File: config.mk
export PLATFORM = sky130hd
export DESIGN_NAME = fifo
export DESIGN_NICKNAME = d
export VERILOG_FILES = /design/src/rtl/fifo_mem.sv /design/src/rtl/fifo.sv
export SDC_FILE = /design/constraint.sdc
export NUM_CORES = 1
export LEC_CHECK = 0
export ABC_AREA = 1
export BUFFER_PORTS_ARGS = -buffer_cell sky130_fd_sc_hd__buf_2
export CORE_ASPECT_RATIO = 0.7
export CORE_MARGIN = 2
export CORE_UTILIZATION = 58
export CTS_CLUSTER_DIAMETER = 50
export CTS_CLUSTER_SIZE = 24
export DETAILED_ROUTE_END_ITERATION = 16
export HOLD_SLACK_MARGIN = 0.02
export PLACE_DENSITY_LB_ADDON = 0.15
export SYNTH_ARGS = -nofsm -noshare
export SYNTH_HDL_FRONTEND = slang
export SYNTH_SLANG_ARGS = --single-unit
File: constraint.sdc
create_clock -name clk -period 2.8 [get_ports clk]
set_input_delay 0.42 -clock clk [delete_from_list [all_inputs] [get_ports clk]]
set_output_delay 0.42 -clock clk [all_outputs]
set_load 0.005 [all_outputs]
File: src/rtl/fifo_mem.sv
// Storage array for the fifo. It has a synchronous write port and a combinational read port.
module fifo_mem #(
    parameter int width = 16,
    parameter int depth = 8,
    parameter int PTR_W = 3
) (
    input  logic             clk,
    input  logic             we,
    input  logic [PTR_W-1:0] wr_addr,
    input  logic [width-1:0] wr_data,
    input  logic [PTR_W-1:0] rd_addr,
    output logic [width-1:0] rd_data
);

    logic [width-1:0] mem [depth];

    // NOTE: the array is deliberately left out of reset. Occupancy is tracked by the
    // pointers and count, so stale words are never observed, and the array maps to plain flops or RAM.
    always_ff @(posedge clk) begin
        if (we) mem[wr_addr] <= wr_data;
    end

    assign rd_data = mem[rd_addr];

endmodule

File: src/rtl/fifo.sv
// Single-clock fifo with a registered read port, occupancy count and overflow/underflow pulses.
// It holds any integer depth of 2 or more. Pointers wrap by explicit compare.
module fifo #(
    parameter int width = 16,
    parameter int depth = 8
) (
    input  logic                       clk,
    input  logic                       rst_n,
    input  logic                       push_i,
    input  logic                       pop_i,
    input  logic [width-1:0]           dato_i,
    output logic [width-1:0]           dato_o,
    output logic                       full_o,
    output logic                       empty_o,
    output logic [$clog2(depth+1)-1:0] count_o,
    output logic                       overflow_o,
    output logic                       underflow_o
);

    localparam int PTR_W = (depth > 2) ? $clog2(depth) : 1;
    localparam int CNT_W = $clog2(depth + 1);

    logic [PTR_W-1:0] wr_ptr, rd_ptr;
    logic [width-1:0] rd_data;
    logic             push_v, pop_v, push_ok, pop_ok;

    function automatic logic [PTR_W-1:0] next_ptr(input logic [PTR_W-1:0] p);
        return (p == PTR_W'(depth - 1)) ? '0 : p + PTR_W'(1);
    endfunction

    // Requests are forced low while reset is held, so X on the inputs cannot reach the state.
    assign push_v  = push_i & rst_n;
    assign pop_v   = pop_i & rst_n;
    assign pop_ok  = pop_v & ~empty_o;
    assign push_ok = push_v & (~full_o | pop_v);

    assign full_o  = (count_o == CNT_W'(depth));
    assign empty_o = (count_o == '0);

    fifo_mem #(.width(width), .depth(depth), .PTR_W(PTR_W)) u_mem (
        .clk     (clk),
        .we      (push_ok),
        .wr_addr (wr_ptr),
        .wr_data (dato_i),
        .rd_addr (rd_ptr),
        .rd_data (rd_data)
    );

    // NOTE: every register here is updated with non-blocking assignments. Because of that,
    // a simultaneous push and pop on a full fifo reads the old word before the write lands.
    always_ff @(posedge clk or negedge rst_n) begin
        if (!rst_n) begin
            wr_ptr      <= '0;
            rd_ptr      <= '0;
            count_o     <= '0;
            dato_o      <= '0;
            overflow_o  <= 1'b0;
            underflow_o <= 1'b0;
        end else begin
            if (push_ok) wr_ptr <= next_ptr(wr_ptr);
            if (pop_ok) begin
                rd_ptr <= next_ptr(rd_ptr);
                dato_o <= rd_data;
            end
            case ({push_ok, pop_ok})
                2'b10:   count_o <= count_o + CNT_W'(1);
                2'b01:   count_o <= count_o - CNT_W'(1);
                default: count_o <= count_o;
            endcase
            overflow_o  <= push_v & ~push_ok;
            underflow_o <= pop_v & empty_o;
        end
    end

endmodule

Word level (Yosys, flattened, before mapping)
Memories as Yosys holds them, arrays and structs flattened. A register that Yosys moved wholly into a read port is not among the register bits.
Cells that the tools add are included.
{ "totals": {"in_bits": 20, "ramBits": 128, "mem_count": 1, "reg_bits": 12, "output_inout_bits": 24, "wordCells": 33} }
{ "classes": {"bitwise": 10, "n_reduce_logical": 3, "eq_ne": 5, "mux": 5, "n_addsub": 4} }
{ "memory_table": {"columns": ["name", "words", "width", "read_ports", "rd_clocked_by_memory_dff", "wr", "line", "source"], "rows": [
  ["u_mem.mem", 8, 16, 1, 1, 1, "fifo_mem.sv:15", "logic [width-1:0] mem [depth];"]
]} }
{ "op_table": {"columns": ["operator", "count"], "rows": [
  ["$pmux 4 s2", 1],
  ["$add 3x1->3 const B", 2],
  ["$and 1x1->1", 6],
  ["$eq 3x3->1 const B", 2],
  ["$mux 3", 2],
  ["$add 4x1->4 const B", 1],
  ["$eq 4x4->1 const B", 1],
  ["$logic_not 4->1", 1],
  ["$sub 4x1->4 const B", 1],
  ["$not 1->1", 3],
  ["$eq 2x1->1 const B", 1],
  ["$eq 2x2->1 const B", 1],
  ["$mux 1", 2],
  ["$reduce_bool 2->1", 1],
  ["$logic_not 1->1", 1],
  ["$or 1x1->1", 1]
]} }

Longest topological paths before layout
Gate-level depths: netlist (run 1).
{ "depth": {"word_depth": 6, "depth_mapped": 14, "mapped_depth_nobuf": 13} }

Cells and area by module
From an unflattened synthesis (run 1), not the netlist that was laid out.
{ "unflattened": {"hier_cells": 718, "area_unflattened_um2": 6993.0} }
{ "modules_own_cells": {"columns": ["module", "area_each_um2", "seq_area_each_um2", "cells_each", "n_inst"], "rows": [
  ["fifo_mem", 5669.2, 3843.7, 571, 1],
  ["fifo", 1323.8, 700.7, 147, 1]
]} }

Worst setup path before layout (run 1)
OpenSTA, ideal clock, no wires.
{ "synth_timing": {"kind": "input port to flip-flop", "startpoint": "in pop_i", "endpoint": "mem u_mem.mem[1][0], enable pin", "setup_ns": 0.388, "t_arrival_ns": 1.647, "slack_ns": 0.765, "t_required_ns": 2.412, "path_buffers": 0, "stages": 6, "cell_sequence": "nand2_2 nand4_1 nand3_2 inv_2 nand2_2 nor2_1"} }
{ "synth_via": {"elab_chain_len": 5} }
{ "synth_lines": {"columns": ["element", "line", "source"], "rows": [
  ["from (decl)", "fifo.sv:10", "input logic pop_i,"],
  ["$and 1x1->1", "fifo.sv:33", "assign pop_v = pop_i & rst_n;"],
  ["$or 1x1->1", "fifo.sv:35", "assign push_ok = push_v & (~full_o | pop_v);"],
  ["$and 1x1->1", "fifo.sv:35", null],
  ["$mux 1", "fifo_mem.sv:20", "if (we) mem[wr_addr] <= wr_data;"],
  ["$mux 1 (not written as such)", "fifo_mem.sv:20", null],
  ["to (decl)", "fifo_mem.sv:15", null]
]} }
Every way passes these cells.

Final worst setup path (run 1)
{ "layout_timing": {"startpoint": "in rst_n", "endpoint": "reg count_o[2]"} }
{ "layout_via": {"elab_chain_len": 5, "elab_cells_between_ends": 9, "cone_classes": "eq/ne (2); mux (1); bitwise (5); reduce/logical (1)"} }
{ "layout_lines": {"columns": ["element", "line", "source"], "rows": [
  ["from (decl)", "fifo.sv:8", "input logic rst_n,"],
  ["$and 1x1->1", "fifo.sv:33", null],
  ["$or 1x1->1", "fifo.sv:35", null],
  ["$and 1x1->1", "fifo.sv:35", null],
  ["$eq 2x1->1 / $eq 2x2->1 (equally long branches)", "fifo.sv:65", "case ({push_ok, pop_ok})"],
  ["$pmux 4 s2 / $reduce_bool 2->1 (equally long branches)", null, null],
  ["to (signal assigned)", "fifo.sv:66", "2'b10: count_o <= count_o + CNT_W'(1);"],
  ["to (signal assigned)", "fifo.sv:67", "2'b01: count_o <= count_o - CNT_W'(1);"],
  ["to (signal assigned)", "fifo.sv:68", "default: count_o <= count_o;"],
  ["to (decl)", "fifo.sv:15", "output logic [$clog2(depth+1)-1:0] count_o,"]
]} }
Parallel ways exist; a longest one is shown, timed or not.
A chain may end at the register's enable or synchronous reset.

==> run metrics, run 1 <==
synth warn=0; Die X=between 100 and 150 microns; Initial Util=60.6%; simple-gate portion of the synthesized area=16.8%; commonest cells after routing, fill and taps aside=nor2_1 (141), edfxtp_1 (128), o21ai_0 (62); Mean Syn Cell Area=around 12 sq um; routability congestion estimate=0.865; Slew Viols, Final=0; status=completed; Tmin final=2.46 ns; clk_lat worst skew=0.41 ns; final worst-path cycle share=~88%; DRC=0; root buf cell=clkbuf_16; via count=4,244; WS Path Type=primary input to flop; fmax=406 MHz; DIE HEIGHT=91.7 microns; clock tree buffer depth=2; Yosys reg bits=156; largest net degree at the start of global routing=66; final setup vio count=0; I/O pin count=44; Layout Skew=around 0.0074 ns; area grow syn2layout=13.6%; GRT overflow=0; first-pass GRT wire length=around 22,000 microns; layout cell share with drive strength beyond 1=16.8%; postcts setup bufs=0; sequential fraction of the synthesis area=71.3%; drt total wl=about 14,000 microns; number of diodes=0; Net count, final=624; router iterations before antenna repair=6; most area-consuming cells after synthesis=edfxtp_1 (60%), dfrtp_1 (11%), nor2_1 (8.3%); Power Total=7150 uW; Max FO, Critical Path=13; vias in the first global route=4,035; Crit path required time=3.09 ns; Worst path max stage delay=0.53 ns; crit-path cells=dlygate4sd3_1 > buf_2 > nand2_2 > nand4_1 > nand3_2 > ha_1 > nand2_1 > nand2_1 > ha_1 > a21oi_1 > xor2_1 > o21ai_0; # rows=31; Clock Sinks=156; Synth top area share=60.3%; Synth Area in Adders=1.37%; Pleak=0.00279 uW; vias per inst=approximately 5.6; post-synthesis xor/xnor area fraction=0.412%; IO buf count=43; Crit-path slowest cell=dlygate4sd3_1; fill count=around 750; worst hold path type=primary input to flop; pwr/cell area=approximately 990 nW/um^2; Core ar.=10,500 sq um; worst-margin pin slew=0.728 ns; largest family of logic cells by synthesized area=simple AND/OR/NAND/NOR gates; Synth Area in Compound Gates=between 5 and 6%; largest area contributor in the netlist=edfxtp_1; Synth cell types=26; Final ANT Viol Nets=0; Synthesized Nets=568; die area=around 12,000 sq um; GRT Overall Usage=25.8%; RSZ-0062 raised after global routing=no; DRT iter0 DRCs=569; post-CTS sizing=0; worst setup margin=0.336 ns; WL/cell=between 15 and 20 microns; Worst VDD drop=561 uV; clock buffer count from CTS=17; post-synthesis mux area share=0%; CTS clk-pin slew, worst paths=around 0.060 ns; CP Launch Type=primary input; Critical Path End Type=flop; H-tree levels=4; Worst slew margin=51.5%; final hold violation count=0; dpl ws=~0.44 ns; Synth Instances=~540; Setup TNS=0 ns; MaxCap Viol Count=0; CTS tree=yes; most common cell after layout, fill and taps aside=nor2_1; Critical Path AT=2.75 ns; Cell Area, Synth=6370 sq um; post-DP HPWL=8980 microns; initial antenna violation count=0
==> registers in the layout, indices dropped and copies added (netlist names) <==
register	count
u_mem.mem	128
dato_o	16
count_o	4
rd_ptr	3
wr_ptr	3
overflow_o	1
underflow_o	1
==> path summary, 6_finish.rpt <==
check / slack (ns) / to / cells past startpoint / start
worst max-delay path: 0.34 / count_o[2] / 12 / rst_n
worst min-delay path: 0.26 / overflow_o / 3 / push_i
worst max register to register: 0.70 / count_o[2] / 11 / count_o[0]
worst min register to register: 0.48 / dato_o[0] / 2 / dato_o[0]
max in group asynchronous: 1.78 / rd_ptr[0] / 3 / rst_n
min in group asynchronous: 0.44 / dato_o[0] / 2 / rst_n
==> metal layers <==
metal | share of wire [%] | up-vias | GRT usage, % | wire, microns
met5 | 0 | - | 0 | 0
met4 | 1.1 | 0 | 8.06 | 154
met1 | 48 | 2058 | 42.0 | 6730
met3 | 9.6 | 12 | 7.82 | 1340
met2 | 41 | 195 | 32.7 | 5820
li1 | - | 1979 | - | -
==> timing repair <==
item | in CTS | in global routing
hold buffers | 1 | 0
setup endpoints to repair | 0 | 0
hold endpoints to repair | 10 | 0
==> cell usage after synthesis, drive strengths merged <==
library cell	count
a21oi	1
buf	21
clkbuf	6
clkinv	1
dfrtp	28
edfxtp	128
ha	7
inv	17
nand2	57
nand3	55
nand4	1
nor2	142
nor4	1
o21ai	73
xnor2	2
xor2	1
==> power by group <==
| group | total [uW] | switching [uW] | internal, uW |
|---|---|---|---|
| Sequential | 3000 | 172 | 2830 |
| Combinational | 2170 | 1470 | 706 |
| Clock | 1980 | 868 | 1110 |
| Total | 7150 | 2510 | 4640 |
==> layout make-up <==
cell class | instances | area, sq um | share of cell area [%]
sequential | 156 | 4550 | 62.8
inverter | 18 | 70.1 | 0.969
clock buffer | 17 | 425 | 5.88
timing repair buffer | 64 | 375 | 5.19
clock inverter | 13 | 78.8 | 1.09
tap | 148 | 185 | 2.56
multi-input combinational | 340 | 1550 | 21.5
==> metrics by stage <==
step	cells	utilization (%)	hold slack [ns]	cell area [sq um]
2_1_floorplan	541	-	0.124	6370
3_3_place_gp	725	63.9	0.316	6720
3_5_place_dp	725	63.9	0.325	6720
4_1_cts	756	68.8	0.244	7230
5_1_grt	756	68.8	0.258	7230
6_report	756	68.8	0.256	7230
==> critical path, delay by kind of cell <==
| family | cells | cell delay, ns |
|---|---|---|
| AO/OA/AOI/OAI | 2 | 0.24 |
| adder cells (fa/ha/maj) | 2 | 0.48 |
| AND/OR/NAND/NOR | 5 | 0.63 |
| XOR/XNOR | 1 | 0.16 |
| buffers and inverters | 2 | 0.82 |
==> cells by family after synthesis <==
kind of cell    count (synthesis)
simple gates                  256
fa+ha+maj                       7
compound gates                 74
flops                         156
xor+xnor                        3
buf+inv                        45
No activity file was read; power rests on OpenSTA's default activity.
==> run 2: changes to the inputs <==
--- a/config.mk
+++ b/config.mk
@@ -6,7 +6,7 @@
 export NUM_CORES = 1
 export LEC_CHECK = 0
 export ABC_AREA = 1
-export BUFFER_PORTS_ARGS = -buffer_cell sky130_fd_sc_hd__buf_2
+export BUFFER_PORTS_ARGS = -buffer_cell sky130_fd_sc_hd__buf_4
 export CORE_ASPECT_RATIO = 0.7
 export CORE_MARGIN = 2
 export CORE_UTILIZATION = 58
@@ -15,6 +15,7 @@
 export DETAILED_ROUTE_END_ITERATION = 16
 export HOLD_SLACK_MARGIN = 0.02
 export PLACE_DENSITY_LB_ADDON = 0.15
+export REMOVE_ABC_BUFFERS = 1
 export SYNTH_ARGS = -nofsm -noshare
 export SYNTH_HDL_FRONTEND = slang
 export SYNTH_SLANG_ARGS = --single-unit
==> run 2 against run 1 <==
  * Maximum frequency up 1.7%
  * Die area unchanged
  * Wire length down 0.93%
  * Global-route usage down 0.44 points
  * Combinational power up 2%
  * Clock power up 11%
  * Flip-flop and latch count unchanged
  * Largest power group unchanged
==> run metrics, run 2 (synthesis results as in run 1) <==
status=completed; DIE HEIGHT=91.7 microns (unchanged); MaxCap Viol Count=0 (unchanged); Clock Sinks=156 (unchanged); area grow syn2layout=16.4%; routability congestion estimate=0.866 (+0.16%); Largest Register=u_mem.mem; Hold Path End=u_mem.mem[0][7]; Initial Util=60.6% (unchanged); commonest cells after routing, fill and taps aside=nor2_1 (141), edfxtp_1 (128), buf_4 (63); final hold slack=0.230 ns (-0.0262 ns); # rows=31 (unchanged); Tmin final=2.42 ns (-0.0420 ns); worst hold path type=primary input to flop; Post-CTS Hold Buffers=1 (unchanged); Worst path max stage delay=0.53 ns (about the same); Worst slew margin=49.8% (-1.7 points); WS Path Type=primary input to flop; root buf cell=clkbuf_16; via count=4,240 (-0.094%); pwr/cell area=999 nW/um^2 (+1.0%); GRT overflow=0 (unchanged); Net count, final=625 (+0.16%); die area=11,900 sq um (unchanged); clk_lat worst skew=0.42 ns (about the same); Slew Viols, Final=0 (unchanged); largest net degree at the start of global routing=66 (unchanged); depth of the worst hold-timing path=1 (-2); final worst-path cycle share=86.5% (-1.5 points); Reg-to-Reg Start=count_o[0]; IO buf count=43 (unchanged); Placed Instances=726 (+0.14%); GRT Overall Usage=25.3% (-0.44 points); reg-to-reg setup timing slack=0.62 ns (-0.08 ns); max reg flops=128 (unchanged); R2R depth=11 (unchanged); fmax=413 MHz (+1.7%); WL/cell=18.3 microns (-1.3%); worst-margin pin slew=0.748 ns (+0.0205 ns); post-CTS sizing=0 (unchanged); final setup vio count=0 (unchanged); most common cell after layout, fill and taps aside=nor2_1; Critical Path AT=2.72 ns (-0.03 ns); vias per inst=5.59 (-0.49%); Layout Skew=0.00924 ns (+0.00185 ns); crit-path cells=dlygate4sd3_1 > buf_4 > nand2_2 > nand4_1 > nand3_2 > ha_1 > nand2_1 > nand2_1 > ha_1 > a21oi_1 > xor2_1 > o21ai_0; DRC=0 (unchanged); RSZ-0062 raised after global routing=no; initial antenna violation count=0 (unchanged); Core ar.=10,500 sq um (unchanged); DRT iter0 DRCs=423 (-26%); clock buffer count from CTS=17 (unchanged); first-pass GRT wire length=22,100 microns (about the same); Worst VDD drop=611 uV (+8.9%); number of diodes=0 (unchanged); clock tree buffer depth=2 (unchanged); I/O pin count=44 (unchanged); worst hold start=dato_i[7]; layout cell share with drive strength beyond 1=17.3% (+0.57 points); Final ANT Viol Nets=0 (unchanged); Critical Path End Type=flop; Worst R2R End=count_o[2]; biggest regs=u_mem.mem x128, dato_o x16, count_o x4; CP delay by family, top=buffers and inverters; Critical path buffers and inverters=2 (unchanged); H-tree levels=4 (unchanged); Crit-path slowest cell=dlygate4sd3_1; Cell Count, Final, Fillers Out=759 (+0.40%); post-DP HPWL=7840 microns (-13%); final hold violation count=0 (unchanged); vias in the first global route=4,158 (+3.0%); router iterations before antenna repair=4 (-2); CP Launch Type=primary input; Crit path required time=3.10 ns (about the same); CTS clk-pin slew, worst paths=0.06 ns (about the same); postcts setup bufs=0 (unchanged); Power Total=7410 uW (+3.6%); Max FO, Critical Path=16 (+3); CTS tree=yes; Die X=129 microns (unchanged); drt total wl=13,900 microns (-0.93%); Pleak=0.00287 uW (+2.6%); Setup TNS=0 ns (unchanged)
-- run 2: changes by cell type in the layout (fill, tap and decap cells not counted) --
cell and change:
clkinv_1 -3, buf_12 +1, clkinv_2 +3, buf_2 -43, clkinvlp_4 -1, buf_4 +43, bufinv_16 +2, inv_6 -2
clkbuf_1 +2, clkinv_4 +1
-- run 2: power breakdown --
group / switching (uW) / internal (uW) / leakage [uW]
Combinational: 1420 / 803 / 0.00109
Clock: 890 / 1300 / 0.000272
Sequential: 170 / 2830 / 0.00150
-- run 2: through the flow --
stage	setup WS, ns	cell area [sq um]	utilization [%]
after detailed placement	0.515	6850	65.1
after global placement	0.634	6850	65.1
after global routing	0.164	7420	70.6
final	0.378	7420	70.6
after floorplan	0.293	6170	-
after CTS	0.396	7420	70.6
-- run 2: final cells by class --
cell class	instances	area (sq um)
fill	716	3100
clock buffer	19	433
tap	148	185
multi-input combinational	340	1550
inverter	18	70.1
timing repair buffer	65	503
sequential	156	4550
clock inverter	13	126
-- run 2: worst max path at each step --
stage | start | to | slack (ns) | depth (start not counted)
2_1_floorplan | rd_ptr[0] | dato_o[13] | 0.29 | 5
3_3_place_gp | rst_n | count_o[2] | 0.63 | 11
3_5_place_dp | rst_n | count_o[2] | 0.51 | 11
4_1_cts | rst_n | count_o[2] | 0.40 | 12
5_1_grt | rst_n | count_o[2] | 0.16 | 12
6_report | rst_n | count_o[2] | 0.38 | 12
-- run 2: layer usage --
metal | vias up | GRT usage, % | wire (microns)
met4 | 0 | 9.51 | 264
met1 | 2043 | 35.7 | 6160
met5 | - | 0 | 0
met3 | 29 | 6.01 | 1020
li1 | 1988 | - | -
met2 | 180 | 38.8 | 6470
